<file path="src/rtl/bat_vga_gauge.sv">
// Battery gauge renderer: 640x480@60 VGA timing plus a battery icon whose fill
// and colour follow the CPU's battery-control word, with an optional charging blink.
module bat_vga_gauge #(
  parameter int H_VIS        = 640,
  parameter int H_FP         = 16,
  parameter int H_SYNC       = 96,
  parameter int H_BP         = 48,
  parameter int V_VIS        = 480,
  parameter int V_FP         = 10,
  parameter int V_SYNC       = 2,
  parameter int V_BP         = 33,
  parameter int BLINK_FRAMES = 30
) (
  input  logic       clk,
  input  logic       rst,
  input  logic [4:0] bat_ctl,
  output logic       hsync,
  output logic       vsync,
  output logic [3:0] red,
  output logic [3:0] green,
  output logic [3:0] blue,
  output logic       video_on,
  output logic       frame_tick
);

  localparam int H_TOTAL = H_VIS + H_FP + H_SYNC + H_BP;
  localparam int V_TOTAL = V_VIS + V_FP + V_SYNC + V_BP;
  localparam int HW = ($clog2(H_TOTAL) > 10) ? $clog2(H_TOTAL) : 10;
  localparam int VW = ($clog2(V_TOTAL) > 10) ? $clog2(V_TOTAL) : 10;
  localparam int FW = (BLINK_FRAMES > 1) ? $clog2(BLINK_FRAMES) : 1;

  localparam logic [HW-1:0] H_LAST  = HW'(H_TOTAL - 1);
  localparam logic [HW-1:0] H_VIS_L = HW'(H_VIS);
  localparam logic [HW-1:0] HS_BEG  = HW'(H_VIS + H_FP);
  localparam logic [HW-1:0] HS_END  = HW'(H_VIS + H_FP + H_SYNC - 1);
  localparam logic [VW-1:0] V_LAST  = VW'(V_TOTAL - 1);
  localparam logic [VW-1:0] V_VIS_L = VW'(V_VIS);
  localparam logic [VW-1:0] VS_BEG  = VW'(V_VIS + V_FP);
  localparam logic [VW-1:0] VS_END  = VW'(V_VIS + V_FP + V_SYNC - 1);
  localparam logic [FW-1:0] F_LAST  = FW'(BLINK_FRAMES - 1);

  // Icon geometry: body outline, inner cavity, terminal nub.
  localparam logic [HW-1:0] OX0 = HW'(240);
  localparam logic [HW-1:0] OX1 = HW'(399);
  localparam logic [HW-1:0] IX0 = HW'(244);
  localparam logic [HW-1:0] IX1 = HW'(395);
  localparam logic [HW-1:0] NX0 = HW'(400);
  localparam logic [HW-1:0] NX1 = HW'(411);
  localparam logic [VW-1:0] OY0 = VW'(200);
  localparam logic [VW-1:0] OY1 = VW'(279);
  localparam logic [VW-1:0] IY0 = VW'(204);
  localparam logic [VW-1:0] IY1 = VW'(275);
  localparam logic [VW-1:0] NY0 = VW'(224);
  localparam logic [VW-1:0] NY1 = VW'(255);

  function automatic logic [3:0] sat_level(input logic [3:0] lvl);
    return (lvl > 4'd10) ? 4'd10 : lvl;
  endfunction

  function automatic logic [11:0] fill_colour(input logic [3:0] lvl, input logic blue_now);
    if (blue_now)        return 12'h00F;
    else if (lvl <= 4'd2) return 12'hF00;
    else if (lvl <= 4'd5) return 12'hFF0;
    else                 return 12'h0F0;
  endfunction

  logic [HW-1:0] h_cnt;
  logic [VW-1:0] v_cnt;
  logic [4:0]    bat_sync_p0, bat_sync_p1;
  logic [3:0]    lvl_q;
  logic          chg_q;
  logic [FW-1:0] frame_cnt;
  logic          blink_ph;

  always_ff @(posedge clk or posedge rst) begin
    if (rst) begin
      h_cnt <= '0;
      v_cnt <= '0;
    end else if (h_cnt == H_LAST) begin
      h_cnt <= '0;
      v_cnt <= (v_cnt == V_LAST) ? '0 : v_cnt + 1'b1;
    end else begin
      h_cnt <= h_cnt + 1'b1;
    end
  end

  // ---- stage p0: decode of the current counter position ----
  logic          visible_p0, hsync_p0, vsync_p0, vblank_start_p0;
  logic          in_outer, in_inner, in_nub, in_fill;
  logic [3:0]    lvl_eff;
  logic [7:0]    fill_w;
  logic [HW-1:0] x_off;
  logic [11:0]   rgb_p0;

  always_comb begin
    visible_p0      = (h_cnt < H_VIS_L) && (v_cnt < V_VIS_L);
    hsync_p0        = !((h_cnt >= HS_BEG) && (h_cnt <= HS_END));
    vsync_p0        = !((v_cnt >= VS_BEG) && (v_cnt <= VS_END));
    vblank_start_p0 = (h_cnt == '0) && (v_cnt == V_VIS_L);

    in_outer = (h_cnt >= OX0) && (h_cnt <= OX1) && (v_cnt >= OY0) && (v_cnt <= OY1);
    in_inner = (h_cnt >= IX0) && (h_cnt <= IX1) && (v_cnt >= IY0) && (v_cnt <= IY1);
    in_nub   = (h_cnt >= NX0) && (h_cnt <= NX1) && (v_cnt >= NY0) && (v_cnt <= NY1);

    // Fill is 15 px per level step starting at the cavity's left edge.
    lvl_eff = sat_level(lvl_q);
    fill_w  = {lvl_eff, 4'b0000} - {4'b0000, lvl_eff};
    x_off   = h_cnt - IX0;
    in_fill = (h_cnt >= IX0) && (x_off < HW'(fill_w)) && (v_cnt >= IY0) && (v_cnt <= IY1);

    rgb_p0 = 12'h000;
    if (!visible_p0)              rgb_p0 = 12'h000;
    else if (in_outer && !in_inner) rgb_p0 = 12'hFFF;
    else if (in_nub)              rgb_p0 = 12'hFFF;
    else if (in_fill)             rgb_p0 = fill_colour(lvl_eff, chg_q && blink_ph);
  end

  // ---- stage p1: registered outputs, mutually aligned ----
  always_ff @(posedge clk or posedge rst) begin
    if (rst) begin
      hsync              <= 1'b1;
      vsync              <= 1'b1;
      {red, green, blue} <= 12'h000;
      video_on           <= 1'b0;
      frame_tick         <= 1'b0;
    end else begin
      hsync              <= hsync_p0;
      vsync              <= vsync_p0;
      {red, green, blue} <= rgb_p0;
      video_on           <= visible_p0;
      frame_tick         <= vblank_start_p0;
    end
  end

  // Level and charge only update at the start of vertical blank to avoid tearing.
  always_ff @(posedge clk or posedge rst) begin
    if (rst) begin
      bat_sync_p0 <= '0;
      bat_sync_p1 <= '0;
      lvl_q       <= '0;
      chg_q       <= 1'b0;
      frame_cnt   <= '0;
      blink_ph    <= 1'b0;
    end else begin
      bat_sync_p0 <= bat_ctl;
      bat_sync_p1 <= bat_sync_p0;
      if (vblank_start_p0) begin
        lvl_q <= bat_sync_p1[3:0];
        chg_q <= bat_sync_p1[4];
      end
      if (!chg_q) begin
        frame_cnt <= '0;
        blink_ph  <= 1'b0;
      end else if (vblank_start_p0) begin
        if (frame_cnt == F_LAST) begin
          frame_cnt <= '0;
          blink_ph  <= ~blink_ph;
        end else begin
          frame_cnt <= frame_cnt + 1'b1;
        end
      end
    end
  end

endmodule

</file>
<file path="config.mk">
export PLATFORM = sky130hd
export DESIGN_NAME = bat_vga_gauge
export DESIGN_NICKNAME = d
export VERILOG_FILES = /design/src/rtl/bat_vga_gauge.sv
export SDC_FILE = /design/constraint.sdc
export NUM_CORES = 1
export LEC_CHECK = 0
export CORE_AREA = 2 2 82 84
export CTS_BUF_LIST = sky130_fd_sc_hd__clkbuf_16
export DETAILED_ROUTE_END_ITERATION = 10
export DIE_AREA = 0 0 84 86
export PLACE_DENSITY = 0.73
export SKIP_CTS_REPAIR_TIMING = 1
export SLEW_MARGIN = 20
export SYNTH_ARGS = -nofsm -noshare
export SYNTH_HDL_FRONTEND = slang
export SYNTH_SLANG_ARGS = --single-unit
</file>
<file path="constraint.sdc">
create_clock -name clk -period 2 [get_ports clk]
set_input_delay 0.2 -clock clk [delete_from_list [all_inputs] [get_ports clk]]
set_output_delay 0.2 -clock clk [all_outputs]
set_load 0.02 [all_outputs]
</file>
==> impl_metrics.tcl, run 1 <==
set metrics [dict create \
    run_status "finished, violations left" \
    failing_checks "negative setup slack" \
    crit_path_start_kind "flip-flop" \
    cp-end-kind "flip-flop" \
    final_wtd_congestion 0.9459 \
    synth.cells.most_frequent "46 x sky130_fd_sc_hd__dfrtp_1, 30 x sky130_fd_sc_hd__nand2_1, 27 x sky130_fd_sc_hd__nor2_1" \
    timing.fmax_ghz 0.4372 \
    synth_seq_area_share_pct 43.89 \
    final-max-slew-violation-count 0 \
    critical-path-top-delay-family "compound AO/OA/AOI/OAI gates" \
    die_area_mm2 0.007224 \
    synth_top_cells_by_area "sky130_fd_sc_hd__dfrtp_1 42%, sky130_fd_sc_hd__ha_1 7.8%, sky130_fd_sc_hd__nand2_1 4.1%, sky130_fd_sc_hd__nor2_1 3.7%, sky130_fd_sc_hd__xnor2_1 3.5%" \
    grt_antenna_before_repair 0 \
    critical_path_arrival_ps 2480 \
    synth-async-reset-ratio_pct 100.0 \
    flow.area_growth_from_synthesis_pct 35.54 \
    worst_path_max_delay_cell "sky130_fd_sc_hd__dfrtp_1" \
    fill_cells 508 \
    worst_skew_pair_latency_ps 290 \
    cts_tree "built" \
    period_share_pct 114.4 \
    seq_area_mm2 0.001207 \
    coreArea_mm2 0.006277 \
    drc_violation_count_after_routing 0 \
    ctsLongestPathBuffers 2 \
    average_instance_area_after_synthesis_um2 9.657 \
    yosysWarnings 0 \
    clock_tree.root_cell "sky130_fd_sc_hd__clkbuf_16" \
    synthDominantCellAreaShare_pct 41.97 \
    grt_first_pass_wirelength_um 10230 \
    worst_hold_path_type "primary input to asynchronous set/reset pin" \
    ys_dominant_reg_cell "sky130_fd_sc_hd__dfrtp_1" \
    final_ant_viol_nets 0 \
    overall_power_of_the_completed_layout_mw 1.987 \
    yosysMostFrequentCell "sky130_fd_sc_hd__dfrtp_1" \
    synth_enable_flop_cells 0 \
    grtUsageTotal_pct 17.50 \
    timing.max_cap.violations 0 \
    number_of_clock_sinks 48 \
    worst-path-buf-inv 0 \
    grt_remaining_overflow 0 \
    detailedRoute.firstPassIterationCount 4 \
    finish.net_count 374 \
    detailed_place_hpwl_um 4294 \
    num_antenna_cells 0 \
    relSlewSlack_pct 68.18 \
    vias_in_the_first_global_route 2182 \
    yosysUniqueCellTypes 50 \
    powerDensity_mw_per_mm2 534.6 \
    first_iter_violations 152 \
    cell_accounting_for_the_most_synthesized_area "sky130_fd_sc_hd__dfrtp_1" \
    ioPinCount 23 \
    rows 29 \
    vdd.ir_drop.worst_uv 400.0 \
    timing.critical_path.required_ps 2190 \
    syn-num-nets 308 \
    die_h_um 86 \
    share_of_layout_cells_above_drive_strength_1_pct 31.62 \
    crit_path_cell_trace "nor2_1, nor2_1, xor2_1, ha_1, a211oi_1, nand4_1, o41ai_2" \
    finalCoreUtilization_pct 59.22 \
    leakagePower_nw 1.630 \
    port_buffers 22 \
    setup-tns-final_ps -771.5 \
    post_drt_wl_per_cell_um 15.47 \
    post_layout_worst_setup_margin_ps -287.1 \
    finalCriticalPeriod_ps 2287 \
    finClkSkew_ps 5.682 \
    hold_violations 0 \
    syn-cell-area_mm2 0.002743 \
    max_stage_delay_ps 440 \
    die_width_um 84 \
    routed_wirelength_um 6622 \
    worst-path-max-fanout 6 \
    rsz0062_at_grt "yes" \
    count_of_vias_placed_by_the_detailed_router 2372 \
    worstSetupPathType "flip-flop to flip-flop" \
    final-setup-viol-count 4 \
    cts.reportedPaths.clkPinSlew_ps 70 \
    cts-htree-levels 2 \
    tritoncts_buffer_count 5 \
    worst_path_most_repeated_cell "sky130_fd_sc_hd__nor2_1" \
    floorplan.initialDensity_pct 43.69 \
    grt_start_max_net_pins 29 \
    via_per_inst 5.542 \
    netlist_instances 284 \
    ys_seq_elements 48 \
    multi_input_area_mm2 0.001495 \
    worst_pin_slew_ps 476.6 \
]
[registers in the layout (all words and copies together), names as in the netlist, 4 cells and up]
signal / count
frame_cnt: 5
lvl_q: 4
v_cnt: 10
h_cnt: 10
bat_sync_p0: 5
bat_sync_p1: 5
[cell families after synthesis]
logic type      Yosys count  share of synthesized area [%]
flops                    48                          43.89
buf+inv                  37                          7.117
mux                       8                          3.148
compound gates           49                          11.95
xor+xnor                 18                          5.748
fa+ha+maj                17                          7.755
simple gates            107                          20.39
[per-stage QoR]
stage | hold WS (ps) | worst slack (ps) | area, um2 | std cells
floorplan | 231.4 | -43.04 | 2768 | 284
global placement | 335.4 | -49.86 | 3376 | 417
detailed placement | 335.6 | -143.5 | 3376 | 417
CTS | 262.2 | -241.7 | 3547 | 425
global route | 294.2 | -467.8 | 3717 | 428
finish | 251.2 | -287.1 | 3717 | 428
[layout make-up]
type / count / share of cell area (%)
inverters: 13 / 1.313
flip-flops and latches: 48 / 32.48
repair buffers: 83 / 18.78
clock inverters: 3 / 1.245
clock buffers: 5 / 3.366
multi-input cells: 199 / 40.22
well taps: 77 / 2.592
[layer usage]
metal  vias to the layer above  part of all wire (%)  track usage [%]
met5                         -                     0                0
met4                         0                   1.4            5.279
met3                        12                   4.1            2.984
met2                        62                    52            29.67
met1                      1169                    43            23.13
li1                       1129                     -                -
[worst paths after layout]
path	cells past startpoint	slack [ps]	start	end
setup / recovery	7	-290	h_cnt[3]	red[2]
hold / removal	2	250	rst	v_cnt[1]
setup reg to reg	7	-290	h_cnt[3]	red[2]
hold reg to reg	0	350	bat_sync_p0[3]	bat_sync_p1[3]
max in group asynchronous	3	1240	rst	h_cnt[2]
min in group clk	1	340	bat_ctl[3]	bat_sync_p0[3]
[report_power, final]
group,total [mW],internal [mW],switching [mW]
logic,0.0341,0.0142,0.0199
clock network,0.970,0.594,0.376
registers,0.983,0.981,0.00221
[placed cells by master (no fill, tap or decap), types with 3 or more instances in the layout]
cell                              instances
sky130_fd_sc_hd__a211oi_1                 3
sky130_fd_sc_hd__a21o_1                   3
sky130_fd_sc_hd__a21oi_1                  6
sky130_fd_sc_hd__buf_4                   58
sky130_fd_sc_hd__clkbuf_16                5
sky130_fd_sc_hd__clkdlybuf4s50_1         22
sky130_fd_sc_hd__dfrtp_1                 43
sky130_fd_sc_hd__dfrtp_2                  3
sky130_fd_sc_hd__ha_1                    13
sky130_fd_sc_hd__ha_2                     4
sky130_fd_sc_hd__inv_1                   11
sky130_fd_sc_hd__mux2_2                   5
sky130_fd_sc_hd__mux2i_1                  3
sky130_fd_sc_hd__nand2_1                 29
sky130_fd_sc_hd__nand2b_1                 4
sky130_fd_sc_hd__nand3_1                 10
sky130_fd_sc_hd__nand4_1                  6
sky130_fd_sc_hd__nor2_1                  25
sky130_fd_sc_hd__nor3_1                   9
sky130_fd_sc_hd__o21ai_0                 11
sky130_fd_sc_hd__o21ai_1                  3
sky130_fd_sc_hd__o41ai_2                  4
sky130_fd_sc_hd__xnor2_1                 10
sky130_fd_sc_hd__xor2_1                   7
(Power assumes the default switching activity.)
==> inputs of run 2 (changes only) <==
CORE_AREA = 2 2 104 66   (was 2 2 82 84)
DIE_AREA = 0 0 106 68   (was 0 0 84 86)
PLACE_DENSITY = 0.74   (was 0.73)
==> run 2 against run 1 <==
Net effect: the run still ends with negative setup slack left; sequential share of layout area shrank 0.42 points; clock-buffer cell count unchanged; register-to-register slack is essentially flat; largest cell class unchanged.
==> impl_metrics.tcl, run 2 (synthesized netlist as in run 1, its figures left out) <==
set metrics [dict create \
    fill_cells 507 \
    timing.critical_path.required_ps 2170 \
    detailed_place_hpwl_um 4720 \
    flow.area_growth_from_synthesis_pct 37.18 \
    finalCriticalPeriod_ps 2290 \
    vdd.ir_drop.worst_uv 258.0 \
    worst-path-max-fanout 4 \
    critical_path_arrival_ps 2460 \
    clock_tree.root_cell "sky130_fd_sc_hd__clkbuf_16" \
    setup-tns-final_ps -713.9 \
    hold_violations 0 \
    final-setup-viol-count 3 \
    grtUsageTotal_pct 18.29 \
    crit_path_start_kind "flip-flop" \
    leakagePower_nw 1.650 \
    rows 23 \
    coreArea_mm2 0.006360 \
    post_layout_worst_setup_margin_ps -289.7 \
    die_h_um 68 \
    overall_power_of_the_completed_layout_mw 1.960 \
    setup.reg_to_reg.worst_slack_ps -290 \
    via_per_inst 5.329 \
    detailedRoute.firstPassIterationCount 5 \
    final_layout_worst_hold_slack_ps 248.7 \
    mostFrequentLayoutCell "sky130_fd_sc_hd__buf_4" \
    num_antenna_cells 0 \
    floorplan.initialDensity_pct 43.12 \
    ctsLongestPathBuffers 2 \
    grt_remaining_overflow 0 \
    multi_input_area_mm2 0.001505 \
    count_of_vias_placed_by_the_detailed_router 2350 \
    final_ant_viol_nets 0 \
    cp-end-kind "flip-flop" \
    timing.fmax_ghz 0.4367 \
    share_of_layout_cells_above_drive_strength_1_pct 32.20 \
    worst_skew_pair_latency_ps 290 \
    drc_violation_count_after_routing 0 \
    die_width_um 106 \
    routed_wirelength_um 6786 \
    worst_pin_slew_ps 488.1 \
    cts_tree "built" \
    finClkSkew_ps 1.909 \
    rsz0062_at_grt "yes" \
    rr_worst_depth 10 \
    ioPinCount 23 \
    period_share_pct 114.5 \
    final_wtd_congestion 0.9208 \
    run_status "finished, violations left" \
    port_buffers 22 \
    timing.max_cap.violations 0 \
    final-max-slew-violation-count 0 \
    tritoncts_buffer_count 5 \
    vias_in_the_first_global_route 2032 \
    layout_common_cells "57 x sky130_fd_sc_hd__buf_4, 44 x sky130_fd_sc_hd__dfrtp_1, 28 x sky130_fd_sc_hd__nand2_1, 22 x sky130_fd_sc_hd__clkdlybuf4s50_1, 21 x sky130_fd_sc_hd__nor2_1" \
    grt_first_pass_wirelength_um 10120 \
    grt_antenna_before_repair 0 \
    largestRegisters "h_cnt x10, v_cnt x10" \
    number_of_clock_sinks 48 \
    post_drt_wl_per_cell_um 15.39 \
    finish.net_count 377 \
    relSlewSlack_pct 67.41 \
    grt_start_max_net_pins 28 \
    worstSetupPathType "flip-flop to flip-flop" \
    seq_area_mm2 0.001206 \
    failing_checks "negative setup slack" \
    die_area_mm2 0.007208 \
    finalCoreUtilization_pct 59.16 \
    powerDensity_mw_per_mm2 520.9 \
    cts-htree-levels 2 \
    cts.reportedPaths.clkPinSlew_ps 60 \
    worst_hold_path_type "primary input to asynchronous set/reset pin" \
    first_iter_violations 156 \
]
==> run 2: cell types whose count changed in the layout (fill, tap and decap cells not counted), moves of 2 or more <==
cell	change
sky130_fd_sc_hd__ha_4	+2
sky130_fd_sc_hd__nor2_2	+3
sky130_fd_sc_hd__nor2_1	-4
sky130_fd_sc_hd__ha_2	-3
sky130_fd_sc_hd__buf_6	+3
==> run 2: layout make-up <==
cell class                      count  share of cell area (%)
Multi-Input combinational cell    199                   40.01
Sequential cell                    48                   32.06
Timing Repair Buffer               86                   19.39
Clock buffer                        5                   3.326
Tap cell                           87                   2.893
Inverter                           13                   1.297
Clock inverter                      3                   1.031
==> run 2: path summary, 6_finish.rpt <==
path                                 from             end
setup reg to reg                 h_cnt[3]          red[2]
hold / removal                        rst        h_cnt[0]
min in group clk               bat_ctl[2]  bat_sync_p0[2]
setup / recovery                 h_cnt[3]          red[2]
hold reg to reg            bat_sync_p0[4]  bat_sync_p1[4]
max in group asynchronous             rst    frame_cnt[2]
==> run 2: critical path, stage by stage, from the launching register on <==
cell and delay [ps]:
sky130_fd_sc_hd__dfrtp_1 440, sky130_fd_sc_hd__inv_2 80, sky130_fd_sc_hd__ha_4 180, sky130_fd_sc_hd__nor2_2 140
sky130_fd_sc_hd__xor2_1 190, sky130_fd_sc_hd__ha_1 260, sky130_fd_sc_hd__nand2_2 70, sky130_fd_sc_hd__nor3_1 50
sky130_fd_sc_hd__o31ai_1 100, sky130_fd_sc_hd__nand4_1 280, sky130_fd_sc_hd__o41ai_2 380
==> run 2: power by group <==
group | internal, mW | switching, mW | leakage (nW)
clock network | 0.583 | 0.359 | 0.0850
registers | 0.981 | 0.00229 | 0.619
logic | 0.0142 | 0.0201 | 0.946
==> run 2: routing by layer <==
| layer | vias to the layer above | GRT usage [%] | share of wire [%] |
|---|---|---|---|
| li1 | 1131 | - | - |
| met1 | 1103 | 27.00 | 48 |
| met2 | 106 | 27.50 | 44 |
| met3 | 10 | 3.810 | 6.8 |
| met4 | 0 | 4.605 | 1.2 |
| met5 | - | 0 | 0 |
==> run 2: through the flow <==
stage	instances	setup slack, ps	instance area [um2]
CTS	433	-326.1	3537
global route	441	-413.0	3762
detailed placement	425	-294.1	3373
floorplan	284	-43.04	2768
global placement	425	-78.32	3373
finish	441	-289.7	3762
==> inputs of run 3 (changes only) <==
SLEW_MARGIN = not set   (was 20)
==> results of run 3 <==
Same layout as run 2: the final DEF is identical, and so are final timing and power.
